==> config.mk <==
export PLATFORM = sky130hd
export DESIGN_NAME = sipo_deser
export DESIGN_NICKNAME = d
export VERILOG_FILES = /design/src/rtl/sipo_deser.sv
export SDC_FILE = /design/constraint.sdc
export NUM_CORES = 1
export LEC_CHECK = 0
export CAP_MARGIN = 20
export CORE_MARGIN = 2
export CORE_UTILIZATION = 35
export DETAILED_ROUTE_END_ITERATION = 16
export PLACE_DENSITY = 0.69
export SKIP_LAST_GASP = 1
export SYNTH_ARGS = -nofsm -noshare
export SYNTH_HDL_FRONTEND = slang
export SYNTH_SLANG_ARGS = --single-unit
==> constraint.sdc <==
create_clock -name clk -period 1.6 [get_ports clk]
set_input_delay 0.16 -clock clk [delete_from_list [all_inputs] [get_ports clk]]
set_output_delay 0.16 -clock clk [all_outputs]
set_load 0.05 [all_outputs]
==> src/rtl/sipo_deser.sv <==
// MSB-first serial-to-parallel deserializer with valid/ack handoff and sticky overrun flag.
// Optional SIPO_PARITY_EN: each frame gains a trailing even-parity bit, checked into parity_err.
module sipo_deser #(
    parameter  int WIDE = 4,
    localparam int CW   = $clog2(WIDE + 2)
) (
    input  logic            clk,
    input  logic            reset,
    input  logic            sh,
    input  logic            din,
    input  logic            ack,
    output logic [WIDE-1:0] dout,
    output logic            valid,
    output logic            overrun,
    output logic [CW-1:0]   bit_cnt,
    output logic            parity_err
);

    typedef enum logic [1:0] {S_IDLE, S_DATA, S_PAR} state_t;

    localparam logic [CW-1:0] LAST_BIT = CW'(WIDE - 1);

    state_t            state, state_next;
    logic [WIDE-1:0]   sr, sr_next, shifted, word;
    logic [CW-1:0]     cnt_next;
    logic              done;

    assign shifted = {sr[WIDE-2:0], din};

    always_ff @(posedge clk or posedge reset) begin
        if (reset) state <= S_IDLE;
        else       state <= state_next;
    end

    always_comb begin
        state_next = state;
        cnt_next   = bit_cnt;
        sr_next    = sr;
        done       = 1'b0;
        word       = dout;
        if (sh) begin
            case (state)
                S_IDLE: begin
                    sr_next    = shifted;
                    cnt_next   = CW'(1);
                    state_next = S_DATA;
                end
                S_DATA: begin
                    sr_next = shifted;
                    if (bit_cnt == LAST_BIT) begin
`ifdef SIPO_PARITY_EN
                        cnt_next   = CW'(WIDE);
                        state_next = S_PAR;
`else
                        done       = 1'b1;
                        word       = shifted;
                        cnt_next   = '0;
                        state_next = S_IDLE;
`endif
                    end else begin
                        cnt_next = bit_cnt + CW'(1);
                    end
                end
                S_PAR: begin
                    // The parity bit is not shifted in; sr already holds the full word.
`ifdef SIPO_PARITY_EN
                    done = 1'b1;
                    word = sr;
`endif
                    cnt_next   = '0;
                    state_next = S_IDLE;
                end
                default: begin
                    cnt_next   = '0;
                    state_next = S_IDLE;
                end
            endcase
        end
    end

    always_ff @(posedge clk or posedge reset) begin
        if (reset) begin
            sr      <= '0;
            bit_cnt <= '0;
            dout    <= '0;
            valid   <= 1'b0;
            overrun <= 1'b0;
        end else begin
            sr      <= sr_next;
            bit_cnt <= cnt_next;
            if (done) begin
                dout  <= word;
                valid <= 1'b1;
                if (valid && !ack) overrun <= 1'b1;
            end else if (ack) begin
                valid <= 1'b0;
            end
        end
    end

`ifdef SIPO_PARITY_EN
    logic par_q;

    always_ff @(posedge clk or posedge reset) begin
        if (reset)                      par_q <= 1'b0;
        else if (sh && state == S_PAR)  par_q <= (^sr) ^ din;
    end

    assign parity_err = par_q;
`else
    assign parity_err = 1'b0;
`endif

endmodule
# == Word level (Yosys, flattened, before mapping) ==
# Cells that the tools add are included.
# classes
add_sub_neg,1
eq_ne,3
mux,9
reduce_logical,9
# op_table
operator,count
$pmux W3 S2,1
$reduce_and A2 Y1,3
$mux W1,5
$pmux W2 S2,1
$reduce_and A4 Y1,1
$add A3 B1 Y3 const B,1
$eq A3 B2 Y1 const B,1
$mux W3,1
$eq A2 B1 Y1 const B,1
$logic_not A2 Y1,1
$mux W2,1
$ne A2 B2 Y1 const B,1
$reduce_bool A2 Y1,1
$reduce_or A2 Y1,1
$logic_and A1 B1 Y1,1
$logic_not A1 Y1,1
# totals
ff_bits,14
inputBits,5
wordCells,28

# == Logic depth before layout (Yosys ltp) ==
# depth
word_depth,5
ltp_mapped,4

# == Worst setup path before layout ==
# Ideal clock, no wire load.
# synth_path
path_type,reg2reg
from,register bit_cnt[0]
to,register dout[0]
setup_ps,125
arrival_ps,1476
required_time_ps,1475
setup_slack_ps,-1
path_stages_with_launch,5
synth_period_minus_slack_ps,1601
cell_sequence,dfrtp_1 > ha_1 > nor2b_4 > nand3_4 > mux2_4
# synth_between
elab_chain_cells,5
# synth_rtl
item,line,rtl
"start, declared",15,"output logic [CW-1:0] bit_cnt,"
"start signal, assigned",90,bit_cnt <= cnt_next;
$eq A3 B2 Y1 *,50,if (bit_cnt == LAST_BIT) begin
$mux W1,50,
$mux W1,42,case (state)
$mux W1,41,if (sh) begin
$reduce_and A4 Y1 (no line) *,-,
"end signal, assigned",92,dout <= word;
"end, declared",12,"output logic [WIDE-1:0] dout,"
# Mark *: on every way between the ends. The rest lies on a longest branch, timed or not.
# A chain may end at the register's enable or synchronous reset.

# == Worst setup path after layout ==
# Same ends and word-level chain as after synthesis.

==> reports/qor.csv <==
stage,metric,value,unit
drt,drtIter0Drc,4,
finish,num_antenna_cells,0,
clocking,path_clk_slew,0.08,ns
logic_synthesis,synthAdderAreaFrac,0.0226,
drt,ant_nets,0,
critical_path,r2r_cells,4,
drt,drt-pass1-iter-count,2,
clocking,cts_buffer_depth,2,
placed_design,portBuffers,13,
pwr,finalPower,1530,uW
drt,drt-total-wl,843,um
sta,grt_setup_unrepaired,false,
floorplanning,coreArea,1490,sq um
grt,grt.total_usage,0.108,
finish,fill_cells,139,
clocking,clockRootBuffer,clkbuf_4,
grt,grt_start_max_net_pins,14,
critical_path,slowest_stage,dfrtp_2,
clocking,cts_tree,done,
clocking,htreeDepth,1,
sta,min_period,1.35,ns
logic_synthesis,syn_area_per_cell,14.6,sq um
grt,grt_use_met3,0.0417,
logic_synthesis,yosys_warnings,0,
sta,min_period_over_period,0.843,
pwr,peakVddDrop,0.930,mV
sta,slew_violations,0,
grt,use_met2,0.150,
logic_synthesis,muxShareOfSynthArea,0.170,
clocking,hold_buffers,0,
logic_synthesis,synth_top_family_by_area,multiplexers,
placed_design,gp_congestion,0.657,
sta,setup_viol_count_final,0,
grt,grt_busiest_layer,met2,
sta,finalHoldViolCount,0,
critical_path,path_class,register to register,
critical_path,worstReg2RegEnd,dout[0],
drt,drcViolationCount,0,
floorplanning,dieWidth,43.8,um
clocking,clock_sinks,13,
finish,drive_gt1_frac,0.426,
floorplanning,io-pin-count,15,
logic_synthesis,synth-simple-area-share,0.0950,
pwr,p_leak,0.000338,uW
job,drv_cap,0,
drt,vias_per_cell,4.67,
logic_synthesis,ys_seq_area_frac,0.588,
logic_synthesis,yosysTopAreaCellShare,0.588,
logic_synthesis,ys_seq_elements,13,
floorplanning,start_util,0.371,
clocking,cts_resized,0,
clocking,clk_latency,0.27,ns
critical_path,max_stage_delay,0.43,ns
hold_path,hold_class,primary input to async pin,
critical_path,crit_chain,"ha_1, nor2b_4, nand3_4, mux2_4",
critical_path,r2r_start,bit_cnt[0],
clocking,numCtsBuffers,3,
logic_synthesis,synth_cells,38,
sta,fmax,0.741,GHz
grt,grt_pass1_vias,338,
drt,vias,327,
critical_path,r2r_slack,0.25,ns
critical_path,cp.required,1.76,ns
logic_synthesis,synth_area_leaders,"dfrtp_1, mux2_4, mux2_2",
outcome,status,completed,
floorplanning,fp-row-count,14,
finish,nets,61,
logic_synthesis,synth_area,553,sq um
critical_path,end_kind,register,
logic_synthesis,synth_nets,44,
critical_path,cp_max_fo,7,
grt,antenna_found_initial,0,
finish,area_delta_synth_final,26.7,%
logic_synthesis,synth_compound_area_frac,0.0769,
floorplanning,dieArea,1910,sq um
drt,wl_per_cell,12.0,um
logic_synthesis,synth_top_area_cell,dfrtp_1,
grt,grt_use_met1,0.131,
pwr,p_per_area,2180,nW/um^2
sta,final.setup.tns,0,ns
logic_synthesis,synth-xor-area-share,0,
logic_synthesis,ys_types,17,
clocking,post_cts_buffers,0,
grt,overflow,0,
critical_path,startpoint_type,register,
sta,clock_skew,0.00477,ns
grt,grt_pass1_wl,1430,um
critical_path,arrival,1.51,ns
floorplanning,die_h,43.8,um
how the worst max path moves through the flow:
stage	slack (ns)	to	start	cells past startpoint
floorplan	0.01	dout[0]	bit_cnt[1]	4
global placement	0.21	dout[3]	sh	3
detailed placement	0.18	dout[1]	sh	3
CTS	0.24	dout[0]	bit_cnt[0]	4
global route	0.20	dout[0]	bit_cnt[0]	4
finish	0.25	dout[0]	bit_cnt[0]	4
sequential cells by signal (all words and copies together), names as in the netlist:
register  count
valid         1
sr            3
overrun       1
state         1
dout          4
bit_cnt       3
layout by cell type, fill, tap and decap left out, drive strengths merged:
cell | netlist | layout
nand2 | 1 | 1
o21a | 2 | 2
nand2b | 2 | 2
ha | 1 | 1
nor2b | 1 | 1
o21bai | 1 | 1
o211ai | 1 | 1
a21boi | 1 | 1
dfrtp | 13 | 13
clkdlybuf4s50 | 0 | 4
buf | 2 | 10
nand3 | 2 | 2
inv | 2 | 2
clkbuf | 0 | 4
mux2 | 7 | 7
conb | 1 | 1
o21ai | 1 | 1
synth_stat cells:
master and n:
a21boi_0 1, buf_4 2, conb_1 1, dfrtp_1 13
ha_1 1, inv_1 2, mux2_2 3, mux2_4 4
nand2_1 1, nand2b_1 2, nand3_1 1, nand3_4 1
nor2b_4 1, o211ai_1 1, o21a_1 2, o21ai_0 1
o21bai_1 1
per-stage QoR:
stage               setup WS [ns]   util  instance area (sq um)  std cells  hold WS (ns)
global route                0.196  0.471                    701         70         0.260
global placement            0.213  0.453                    674         66         0.474
finish                      0.251  0.471                    701         70         0.211
detailed placement          0.177  0.453                    674         66         0.477
floorplan                  0.0113      -                    554         38        0.0369
CTS                         0.240  0.471                    701         70         0.222
worst max-delay path, delay by kind of cell (launching register included):
family	cells	cell delay [ns]
flip-flops	1	0.43
multiplexers	1	0.31
AND/OR/NAND/NOR	2	0.28
adder cells (fa/ha/maj)	1	0.21
area by class of cell:
type / instances / area (sq um) / share of cell area
Sequential cell: 13 / 327 / 0.466
Multi-Input combinational cell: 21 / 205 / 0.293
Timing Repair Buffer: 14 / 115 / 0.164
Clock buffer: 4 / 26.3 / 0.0375
Tap cell: 16 / 20.0 / 0.0286
Inverter: 2 / 7.51 / 0.0107
cells by family after synthesis:
kind of cell,after synthesis
DFF,13
other,1
AOI/OAI and AO/OA,6
and+or+nand+nor,6
buffers and inverters,4
adders and majority gates,1
muxes,7
power breakdown:
part	internal [uW]	switching [uW]	total, uW
logic	305	487	791
registers	452	89.9	542
clock network	96.6	101	198
metal layers:
metal	vias up	wire [um]
li1	162	-
met1	155	380
met2	8	398
met3	2	49
met4	0	14
met5	-	0
Power figures use the tool's default switching activity.
